### src/rtl/fwd_hazard_unit_if.sv
// Bus between the pipeline control and fwd_hazard_unit: ID/EX/MEM/WB compare
// inputs and operand data in, stall, registered bypass selects and EX operands out.
interface fwd_hazard_unit_if #(
    parameter int DATA_W  = 8,
    parameter int REG_AW  = 5,
    parameter int NUM_SRC = 2
) ();
    logic                      flush;
    logic [NUM_SRC*REG_AW-1:0] id_rs;
    logic [NUM_SRC-1:0]        id_rs_used;
    logic [REG_AW-1:0]         ex_rd;
    logic                      ex_regwrite;
    logic                      ex_memread;
    logic [REG_AW-1:0]         ex_mem_rd;
    logic                      ex_mem_regwrite;
    logic [DATA_W-1:0]         ex_mem_data;
    logic [REG_AW-1:0]         mem_wb_rd;
    logic                      mem_wb_regwrite;
    logic [DATA_W-1:0]         mem_wb_data;
    logic [NUM_SRC*DATA_W-1:0] ex_rf_data;
    logic                      stall;
    logic [NUM_SRC*2-1:0]      ex_fwd_sel;
    logic [NUM_SRC*DATA_W-1:0] ex_op;

    modport master (
        output flush, id_rs, id_rs_used, ex_rd, ex_regwrite, ex_memread,
               ex_mem_rd, ex_mem_regwrite, ex_mem_data,
               mem_wb_rd, mem_wb_regwrite, mem_wb_data, ex_rf_data,
        input  stall, ex_fwd_sel, ex_op
    );

    modport slave (
        input  flush, id_rs, id_rs_used, ex_rd, ex_regwrite, ex_memread,
               ex_mem_rd, ex_mem_regwrite, ex_mem_data,
               mem_wb_rd, mem_wb_regwrite, mem_wb_data, ex_rf_data,
        output stall, ex_fwd_sel, ex_op
    );
endinterface

### src/rtl/fwd_hazard_unit.sv
// Operand bypass select / mux and load-use stall sequencer for the in-order pipeline.
// Selects are computed in ID and registered into EX; the WB value is held for one RF-stale read.
module fwd_hazard_unit #(
    parameter int DATA_W   = 8,
    parameter int REG_AW   = 5,
    parameter int NUM_SRC  = 2,
    parameter int LOAD_LAT = 1
) (
    input logic              clk,
    input logic              rst_n,
    fwd_hazard_unit_if.slave bus
);
    localparam int               CNT_W    = $clog2(LOAD_LAT + 1);
    localparam logic [CNT_W-1:0] CNT_LOAD = CNT_W'(LOAD_LAT - 1);
    localparam logic [CNT_W-1:0] CNT_ONE  = CNT_W'(1);

    typedef enum logic {
        IDLE,
        STALL
    } state_t;

    state_t                    state, state_next;
    logic [CNT_W-1:0]          cnt, cnt_next;
    logic [NUM_SRC*2-1:0]      id_sel;
    logic [NUM_SRC*2-1:0]      fwd_sel;
    logic [NUM_SRC-1:0]        src_hazard;
    logic                      hazard;
    logic                      stall;
    logic [DATA_W-1:0]         hold_data;
    logic [NUM_SRC*DATA_W-1:0] op;

    for (genvar g = 0; g < NUM_SRC; g++) begin : g_src
        logic [REG_AW-1:0] rs;
        logic              live;
        logic              m_ex, m_mem, m_wb;
        logic [1:0]        sel_q;

        assign rs    = bus.id_rs[g*REG_AW +: REG_AW];
        assign live  = bus.id_rs_used[g] && (rs != '0);
        assign m_ex  = live && bus.ex_regwrite     && (bus.ex_rd     == rs);
        assign m_mem = live && bus.ex_mem_regwrite && (bus.ex_mem_rd == rs);
        assign m_wb  = live && bus.mem_wb_regwrite && (bus.mem_wb_rd == rs);

        assign src_hazard[g] = m_ex && bus.ex_memread;

        // Youngest producer wins; a load in EX cannot bypass and is handled by the stall.
        assign id_sel[g*2 +: 2] = (m_ex && !bus.ex_memread) ? 2'b11 :
                                  m_mem                      ? 2'b10 :
                                  m_wb                       ? 2'b01 : 2'b00;

        assign sel_q = fwd_sel[g*2 +: 2];
        assign op[g*DATA_W +: DATA_W] = (sel_q == 2'b11) ? bus.ex_mem_data :
                                        (sel_q == 2'b10) ? bus.mem_wb_data :
                                        (sel_q == 2'b01) ? hold_data       :
                                                           bus.ex_rf_data[g*DATA_W +: DATA_W];
    end

    assign hazard = |src_hazard;

    // NOTE: every output of this block gets a default first, so no path leaves a latch.
    always_comb begin
        state_next = state;
        cnt_next   = cnt;
        stall      = 1'b0;
        if (bus.flush) begin
            state_next = IDLE;
            cnt_next   = '0;
        end else begin
            unique case (state)
                IDLE: begin
                    if (hazard) begin
                        stall = 1'b1;
                        if (LOAD_LAT > 1) begin
                            state_next = STALL;
                            cnt_next   = CNT_LOAD;
                        end
                    end
                end
                STALL: begin
                    stall    = 1'b1;
                    cnt_next = cnt - CNT_ONE;
                    if (cnt == CNT_ONE) begin
                        state_next = IDLE;
                    end
                end
                default: state_next = IDLE;
            endcase
        end
    end

    // NOTE: all clocked state uses non-blocking assignments so every flop samples pre-edge values.
    always_ff @(posedge clk or negedge rst_n) begin
        if (!rst_n) begin
            state   <= IDLE;
            cnt     <= '0;
            fwd_sel <= '0;
        end else begin
            state <= state_next;
            cnt   <= cnt_next;
            if (bus.flush || stall) begin
                fwd_sel <= '0;
            end else begin
                fwd_sel <= id_sel;
            end
        end
    end

    // NOTE: hold_data is a single data register, so it is reset like control state.
    always_ff @(posedge clk or negedge rst_n) begin
        if (!rst_n) begin
            hold_data <= '0;
        end else if (bus.mem_wb_regwrite) begin
            hold_data <= bus.mem_wb_data;
        end
    end

    // The Mealy IDLE path would otherwise see live compares while reset is held.
    assign bus.stall      = stall && rst_n;
    assign bus.ex_fwd_sel = fwd_sel;
    assign bus.ex_op      = op;
endmodule

### src/flat_wrapper.sv
// flat-port wrapper written by rule: the top's interface ports become plain ports
module fwd_hazard_unit_flat 
#(
    parameter int DATA_W   = 8,
    parameter int REG_AW   = 5,
    parameter int NUM_SRC  = 2,
    parameter int LOAD_LAT = 1
)
  (clk, rst_n, bus_flush, bus_id_rs, bus_id_rs_used, bus_ex_rd, bus_ex_regwrite, bus_ex_memread, bus_ex_mem_rd, bus_ex_mem_regwrite, bus_ex_mem_data, bus_mem_wb_rd, bus_mem_wb_regwrite, bus_mem_wb_data, bus_ex_rf_data, bus_stall, bus_ex_fwd_sel, bus_ex_op);
  fwd_hazard_unit_if #(.DATA_W(DATA_W), .REG_AW(REG_AW), .NUM_SRC(NUM_SRC)) bus_i ();
  input logic clk;
  input logic rst_n;
  input wire logic [$bits(bus_i.flush)-1:0] bus_flush;
  input wire logic [$bits(bus_i.id_rs)-1:0] bus_id_rs;
  input wire logic [$bits(bus_i.id_rs_used)-1:0] bus_id_rs_used;
  input wire logic [$bits(bus_i.ex_rd)-1:0] bus_ex_rd;
  input wire logic [$bits(bus_i.ex_regwrite)-1:0] bus_ex_regwrite;
  input wire logic [$bits(bus_i.ex_memread)-1:0] bus_ex_memread;
  input wire logic [$bits(bus_i.ex_mem_rd)-1:0] bus_ex_mem_rd;
  input wire logic [$bits(bus_i.ex_mem_regwrite)-1:0] bus_ex_mem_regwrite;
  input wire logic [$bits(bus_i.ex_mem_data)-1:0] bus_ex_mem_data;
  input wire logic [$bits(bus_i.mem_wb_rd)-1:0] bus_mem_wb_rd;
  input wire logic [$bits(bus_i.mem_wb_regwrite)-1:0] bus_mem_wb_regwrite;
  input wire logic [$bits(bus_i.mem_wb_data)-1:0] bus_mem_wb_data;
  input wire logic [$bits(bus_i.ex_rf_data)-1:0] bus_ex_rf_data;
  output wire logic [$bits(bus_i.stall)-1:0] bus_stall;
  output wire logic [$bits(bus_i.ex_fwd_sel)-1:0] bus_ex_fwd_sel;
  output wire logic [$bits(bus_i.ex_op)-1:0] bus_ex_op;
  assign bus_i.flush = bus_flush;
  assign bus_i.id_rs = bus_id_rs;
  assign bus_i.id_rs_used = bus_id_rs_used;
  assign bus_i.ex_rd = bus_ex_rd;
  assign bus_i.ex_regwrite = bus_ex_regwrite;
  assign bus_i.ex_memread = bus_ex_memread;
  assign bus_i.ex_mem_rd = bus_ex_mem_rd;
  assign bus_i.ex_mem_regwrite = bus_ex_mem_regwrite;
  assign bus_i.ex_mem_data = bus_ex_mem_data;
  assign bus_i.mem_wb_rd = bus_mem_wb_rd;
  assign bus_i.mem_wb_regwrite = bus_mem_wb_regwrite;
  assign bus_i.mem_wb_data = bus_mem_wb_data;
  assign bus_i.ex_rf_data = bus_ex_rf_data;
  assign bus_stall = bus_i.stall;
  assign bus_ex_fwd_sel = bus_i.ex_fwd_sel;
  assign bus_ex_op = bus_i.ex_op;
  fwd_hazard_unit #(.DATA_W(DATA_W), .REG_AW(REG_AW), .NUM_SRC(NUM_SRC), .LOAD_LAT(LOAD_LAT)) u_core (.clk(clk), .rst_n(rst_n), .bus(bus_i));
endmodule
### config.mk
export PLATFORM = sky130hd
export DESIGN_NAME = fwd_hazard_unit_flat
export DESIGN_NICKNAME = d
export VERILOG_FILES = /design/src/rtl/fwd_hazard_unit_if.sv /design/src/rtl/fwd_hazard_unit.sv /design/src/flat_wrapper.sv
export SDC_FILE = /design/constraint.sdc
export NUM_CORES = 1
export LEC_CHECK = 0
export ABC_AREA = 1
export BUFFER_PORTS_ARGS = -buffer_cell sky130_fd_sc_hd__buf_2
export CAP_MARGIN = 25
export CELL_PAD_IN_SITES_DETAIL_PLACEMENT = 0
export CELL_PAD_IN_SITES_GLOBAL_PLACEMENT = 2
export CORE_AREA = 2 2 88 90
export DETAILED_ROUTE_END_ITERATION = 8
export DIE_AREA = 0 0 90 92
export PLACE_DENSITY = 0.85
export RECOVER_POWER = 25
export SYNTH_ARGS = -nofsm -noshare
export SYNTH_HDL_FRONTEND = slang
export SYNTH_SLANG_ARGS = --single-unit
### constraint.sdc
create_clock -name clk -period 3.6 [get_ports clk]
set_input_delay 0.54 -clock clk [delete_from_list [all_inputs] [get_ports clk]]
set_output_delay 0.54 -clock clk [all_outputs]
set_load 0.1 [all_outputs]
==> reports/metrics.cfg, run 1 <==
[final_layout]
fin_util=0.288
diodes=0
drive_gt1_frac=0.268
regArea_um2=350
fill_cells=885
area_growth_pct=37.9
multi_input_area_um2=948
fin_nets=425
final_cells=460
design_area_um2=2150

[cts]
cts_tree=yes
hold_buffers=0
cts_root_buffer=clkbuf_8
cts_buffer_depth=2
clk_latency_ps=240
cts_inserted_buffers=3
clk_pin_slew_ps=50
htreeDepth=1
post_cts_resized=0
cts_setup_buffers=0
cts_sinks=14

[routing]
wl_mm=5.34
met1_length_mm=2.45
dr.pass1.iters=4
wl_met2_mm=2.47
wl_per_cell_um=11.6
ant_nets=0
drtIter0Drc=49
routed-via-count=1991
highest_layer=met4
viasPerCell=4.33
route.met3.wl_um=387
drc=0

[place]
port_buffers=86
placed_area_um2=2090
place_congestion=0.800
placed_cells=456
hpwl_mm=4.57
dp_slack_ps=1140

[timing]
setup_slack_ps=865
rsz0062_at_grt=no
finalMaxSlewViolations=0
fin_crit_sh=0.760
setup_viol_count_final=0
slew_headroom=0.480
period_minus_slack_ps=2740
tightest_slew_ps=780
max_freq_mhz=366
whs_ps=357
fin_tns_setup_ps=0
clock_skew_ps=0.587
finalHoldViolCount=0

[floorplanning]
fp.dieArea_um2=8280
core_um2=7450
num_rows=32
ios=87
die_h_um=92
initial_core_util=0.209
die_w_um=90

[worst_setup_path]
critPathLaunchType=flip-flop
worst-path-buf-inv=2
slowest_delay_ps=530
criticalPathCategory=reg2out
required_ps=3060
crit_start=u_core.bus.ex_fwd_sel[3]
r2r-start=u_core.state
cp_top_family=buffers and inverters
crit_arrival_ps=2200
timing.critical_path.mode_cell=o21ai_0
crit_path_end_kind=output port
slowest_stage=dfrtp_1
rrSetupSlack_ps=2730
crit_cells=6
rr_worst_depth=3
worstPathCellList=nand2_1 > inv_1 > a221oi_1 > o21ai_0 > o21ai_0 > buf_2
cp_max_fo=13

[logic_synthesis]
synth_xor_area_frac=0.0394
synth_common_cells=69 x nand2_1, 59 x inv_1, 48 x o21ai_0, 22 x nor2_1, 14 x dfrtp_1
synth_top_area_cell=dfrtp_1
syn_nets=338
synth_ff_type=dfrtp_1
synth-edff-count=0
yosysTopAreaCellShare=0.225
synth_top_family_by_area=simple AND/OR/NAND/NOR gates
synth-seq-cells=14
synth_compound_area_frac=0.260
ys_types=22
yosysMostFrequentCell=nand2_1
yosys-top-cells-area=dfrtp_1 23%, nand2_1 17%, o21ai_0 15%
ys.warnings.count=0
synthAdderAreaFrac=0
synth.avg_cell_area_um2=5.72
ys_async_sr_fraction=1.00
synth-simple-area-share=0.310
muxShareOfSynthArea=0
ys_seq_area_frac=0.225
synthesis.area_um2=1560
netlist_instances=272

[grt]
grt_pass1_wl_mm=8.85
antenna_found_initial=0
grt_overflow_total=0
grt_max_degree=18
grt_usage=0.127
grt_pass1_vias=1881

[power]
ir_worst_vdd_uv=48.1
powerDensity_nw_per_um2=261
p_leak_nw=1.23
finalPower_mw=0.561

[run]
drv_cap=0

[outcome]
outcome=finished clean

[worst_hold_path]
min_path_type=in2async

==> power by group <==
part | switching, mW | internal, mW | total, mW
clock network | 0.0487 | 0.0965 | 0.145
registers | 0.00521 | 0.166 | 0.171
logic | 0.177 | 0.0672 | 0.244
total | 0.231 | 0.330 | 0.561
==> layout by cell type (no fill, tap or decap) <==
| master | n |
|---|---|
| a21o_1 | 1 |
| a21oi_1 | 4 |
| a221oi_1 | 6 |
| buf_2 | 85 |
| clkbuf_1 | 1 |
| clkbuf_8 | 4 |
| dfrtp_1 | 14 |
| inv_1 | 59 |
| inv_2 | 4 |
| nand2_1 | 69 |
| nand3_1 | 12 |
| nand3_2 | 1 |
| nand3b_1 | 3 |
| nand4_1 | 5 |
| nor2_1 | 22 |
| nor2_2 | 2 |
| nor3_1 | 1 |
| o21ai_0 | 46 |
| o21ai_1 | 3 |
| o221ai_1 | 9 |
| xnor2_1 | 5 |
| xor2_1 | 2 |
==> path summary, 6_finish.rpt <==
check	endpoint
max	bus_ex_op[9]
min	u_core.hold_data[0]
max reg2reg	u_core.bus.ex_fwd_sel[2]
min reg2reg	u_core.state
max in group asynchronous	u_core.hold_data[7]
min in group clk	u_core.state
==> final cells by class <==
type	instances	share of cell area
Inverter	63	0.110
Timing Repair Buffer	86	0.200
Tap cell	102	0.0594
Multi-Input combinational cell	191	0.442
Sequential cell	14	0.163
Clock buffer	4	0.0256
==> registers in the layout (all words and copies together) (netlist names) <==
| register | cells |
|---|---|
| u_core.cnt | 1 |
| u_core.state | 1 |
| u_core.hold_data | 8 |
| u_core.bus.ex_fwd_sel | 4 |
==> cells by family after synthesis <==
logic type                Yosys count
xor gates and xnor gates            7
DFF                                14
and+or+nand+nor                   115
buffers and inverters              67
AOI/OAI and AO/OA                  69
==> metal layers <==
metal  GRT usage  vias to the layer above
met3      0.0222                        2
met1       0.166                      852
li1            -                     1054
met4      0.0308                        0
met5           0                        -
met2       0.220                       83
(Power assumes the default switching activity.)
==> run 2, diff against run 1 <==
--- a/config.mk
+++ b/config.mk
@@ -10,10 +10,10 @@
 export CAP_MARGIN = 25
 export CELL_PAD_IN_SITES_DETAIL_PLACEMENT = 0
 export CELL_PAD_IN_SITES_GLOBAL_PLACEMENT = 2
-export CORE_AREA = 2 2 88 90
+export CORE_AREA = 2 2 94 96
 export DETAILED_ROUTE_END_ITERATION = 8
-export DIE_AREA = 0 0 90 92
-export PLACE_DENSITY = 0.85
+export DIE_AREA = 0 0 96 98
+export PLACE_DENSITY = 0.79
 export RECOVER_POWER = 25
 export SYNTH_ARGS = -nofsm -noshare
 export SYNTH_HDL_FRONTEND = slang
==> constraint.sdc (replaced) <==
create_clock -name clk -period 2.4 [get_ports clk]
set_input_delay 0.36 -clock clk [delete_from_list [all_inputs] [get_ports clk]]
set_output_delay 0.36 -clock clk [all_outputs]
set_load 0.1 [all_outputs]
==> reports/metrics.cfg, run 2 (synthesis results as in run 1) <==
[place]
hpwl_mm=5.04
placed_cells=467
port_buffers=86
place_congestion=0.806
dp_slack_ps=289

[final_layout]
final_common_cell=buf_2
diodes=0
largest_register_ffs=8
final_cells=471
area_growth_pct=67.6
fin_nets=430
final_cell_mix=70 x buf_2, 68 x nand2_1, 59 x inv_1
drive_gt1_frac=0.336
largest-register=u_core.hold_data

[cts]
cts_inserted_buffers=3
clk_latency_ps=240
clk_pin_slew_ps=60
htreeDepth=1
cts_sinks=14
cts_setup_buffers=0
hold_buffers=0
cts_buffer_depth=2
cts_tree=yes
cts_root_buffer=clkbuf_8

[timing]
finalHoldViolCount=0
slew_headroom=0.477
tightest_slew_ps=784
setup_viol_count_final=0
fin_crit_sh=0.893
period_minus_slack_ps=2140
rsz0062_at_grt=no
max_freq_mhz=467
fin_tns_setup_ps=0
clock_skew_ps=2.59
finalMaxSlewViolations=0
setup_slack_ps=257

[floorplanning]
die_h_um=98
ios=87
core_um2=8470
num_rows=34
initial_core_util=0.184
fp.dieArea_um2=9410
die_w_um=96

[grt]
grt_overflow_total=0
grt_max_degree=17
grt_usage=0.129
grt_pass1_vias=2090
antenna_found_initial=0
grt_pass1_wl_mm=9.79

[worst_setup_path]
critPathLaunchType=flip-flop
crit_path_end_kind=output port
crit_arrival_ps=1780
required_ps=2040
cp_max_fo=13
criticalPathCategory=reg2out

[routing]
drtIter0Drc=69
routed-via-count=2010
drc=0
viasPerCell=4.27
wl_per_cell_um=12.4
dr.pass1.iters=4
ant_nets=0
wl_mm=5.86

[power]
powerDensity_nw_per_um2=364
p_leak_nw=1.36
ir_worst_vdd_uv=175

[outcome]
outcome=finished clean

[worst_hold_path]
min_path_type=in2reg

[run]
drv_cap=0

## run 2: cell types whose count changed in the layout (fill, tap and decap cells not counted), sizes merged
cell    change
clkbuf      +1
buf         +4
## run 2: repair_timing
item	CTS	global route
hold endpoints to repair	0	0
gates resized for setup	0	1
endpoints found under the setup margin	0	8
## run 2: path summary, 6_finish.rpt
check	start	end	slack [ps]	cells after the start
worst max-delay path	u_core.bus.ex_fwd_sel[3]	bus_ex_op[10]	260	5
min in group asynchronous	rst_n	u_core.hold_data[5]	330	2
worst min register to register	u_core.cnt	u_core.state	450	1
worst min-delay path	bus_flush	u_core.state	320	2
worst max register to register	u_core.state	u_core.bus.ex_fwd_sel[0]	1550	3
max in group asynchronous	rst_n	u_core.bus.ex_fwd_sel[0]	1530	2
## run 2: per-stage QoR
step	hold WS, ps	instance area (µm²)	util	total power, mW
after floorplan	64.4	1740	-	0.539
after detailed placement	348	2550	0.301	0.730
final	315	2610	0.308	0.950
after global placement	350	2550	0.301	0.729
after global routing	322	2610	0.308	1.01
after CTS	85.8	2610	0.308	0.964
## run 2: cell type report
class                      instances  area [µm²]
inverter                          63         236
clock buffer                       4        55.1
multi-input combinational        191        1140
timing repair buffer              91         688
fill                             951        5860
tap                              108         135
sequential                        14         355
## run 2: power by group
part	switching, mW	internal, mW
clock	0.0831	0.145
sequential	0.00776	0.249
combinational	0.298	0.167
## run 2: routing by layer
layer	vias to the layer above	wire length [µm]	GRT usage	share of wire
met5	-	0	0	0
met4	0	31	0.0176	0.0053
met3	2	487	0.0262	0.083
met2	81	2790	0.226	0.48
met1	868	2550	0.164	0.44
li1	1059	-	-	-
## run 2: worst max-delay path, cell delays in order, from the launching register on
cell	delay, ps
dfrtp_2	520
nor2_1	170
a221oi_1	330
o21ai_0	220
o21ai_4	110
buf_12	190
==> run 3, diff against run 2 <==
==> constraint.sdc (replaced) <==
create_clock -name clk -period 2.4 [get_ports clk]
set_input_delay 0.36 -clock clk [delete_from_list [all_inputs] [get_ports clk]]
set_output_delay 0.36 -clock clk [all_outputs]
set_load 0.01 [all_outputs]
==> reports/metrics.cfg, run 3 (synthesis results as in run 1) <==
[place]
dp_slack_ps=487
port_buffers=86
place_congestion=0.840
hpwl_mm=4.83

[timing]
finalMaxSlewViolations=0
tightest_slew_ps=829
period_minus_slack_ps=2160
clock_skew_ps=1.46
slew_headroom=0.447
setup_viol_count_final=0
rsz0062_at_grt=no
max_freq_mhz=463
fin_crit_sh=0.900
whs_ps=191
finalHoldViolCount=0
fin_tns_setup_ps=0
setup_slack_ps=241

[routing]
wl_per_cell_um=12.1
drtIter0Drc=57
routed-via-count=1988
drc=0
wl_mm=5.65
dr.pass1.iters=4
ant_nets=0
viasPerCell=4.25

[power]
ir_worst_vdd_uv=105
p_leak_nw=1.24
powerDensity_nw_per_um2=335
finalPower_mw=0.727

[worst_setup_path]
criticalPathCategory=reg2out
cp_max_fo=13
rr_worst_depth=3
rrSetupSlack_ps=1520
r2r_end=u_core.bus.ex_fwd_sel[0]
crit_path_end_kind=output port
r2r-start=u_core.state
slowest_delay_ps=600
required_ps=2040
worstPathCellList=xor2_1 > o221ai_1 > o21ai_0 > buf_2
slowest_stage=dfrtp_1
crit_arrival_ps=1800
critPathLaunchType=flip-flop

[cts]
cts_inserted_buffers=3
cts_root_buffer=clkbuf_8
cts_buffer_depth=2
clk_latency_ps=240
cts_sinks=14
hold_buffers=0
post_cts_resized=0
clk_pin_slew_ps=60
cts_setup_buffers=0
htreeDepth=1
cts_tree=yes

[worst_hold_path]
min_path_type=in2async

[final_layout]
fin_nets=427
final_cell_mix=85 x buf_2, 69 x nand2_1, 59 x inv_1
final_common_cell=buf_2
largest-register=u_core.hold_data
drive_gt1_frac=0.272
fin_util=0.256
largest_register_ffs=8
area_growth_pct=39.4
diodes=0

[outcome]
outcome=finished clean

[floorplanning]
ios=87
die_h_um=98
num_rows=34
die_w_um=96
fp.dieArea_um2=9410
core_um2=8470
initial_core_util=0.184

[grt]
grt_overflow_total=0
grt_max_degree=18
grt_pass1_wl_mm=8.76
grt_usage=0.115
antenna_found_initial=0
grt_pass1_vias=1866

[run]
drv_cap=0

-- run 3: layer usage --
metal,routed length [µm],GRT usage
met1,2640,0.158
met2,2430,0.189
met3,548,0.0208
met4,38,0.0231
met5,0,0
-- run 3: metrics by stage --
step           cell area (µm²)  cells
4_1_cts                   2170    468
3_3_place_gp              2120    464
5_1_grt                   2170    468
6_report                  2170    468
3_5_place_dp              2120    464
2_1_floorplan             1560    272
-- run 3: area by class of cell --
type | count | area, µm²
fillers | 988 | 6300
multi-input cells | 191 | 948
repair buffers | 88 | 444
flip-flops and latches | 14 | 350
inverters | 63 | 236
well taps | 108 | 135
clock buffers | 4 | 55.1
-- run 3: how the worst max path moves through the flow --
stage,start,to,slack (ps),cells after the start
4_1_cts,u_core.bus.ex_fwd_sel[3],bus_ex_op[8],220,4
5_1_grt,u_core.bus.ex_fwd_sel[3],bus_ex_op[15],50,4
3_3_place_gp,u_core.bus.ex_fwd_sel[3],bus_ex_op[8],550,4
3_5_place_dp,u_core.bus.ex_fwd_sel[3],bus_ex_op[8],490,4
6_report,u_core.bus.ex_fwd_sel[3],bus_ex_op[8],240,4
2_1_floorplan,u_core.bus.ex_fwd_sel[3],bus_ex_op[10],850,5
-- run 3: power by group --
| part | internal, mW | total, mW | switching (mW) |
|---|---|---|---|
| clock | 0.145 | 0.228 | 0.0832 |
| sequential | 0.249 | 0.257 | 0.00821 |
| combinational | 0.101 | 0.241 | 0.141 |
| total | 0.495 | 0.727 | 0.232 |
-- run 3: worst max-delay path: cells and delay by family, from the launching register on --
kind                      cells  cell delay [ps]
DFF                           1              600
buffers and inverters         1              150
AOI/OAI and AO/OA             2              290
xor gates and xnor gates      1              520
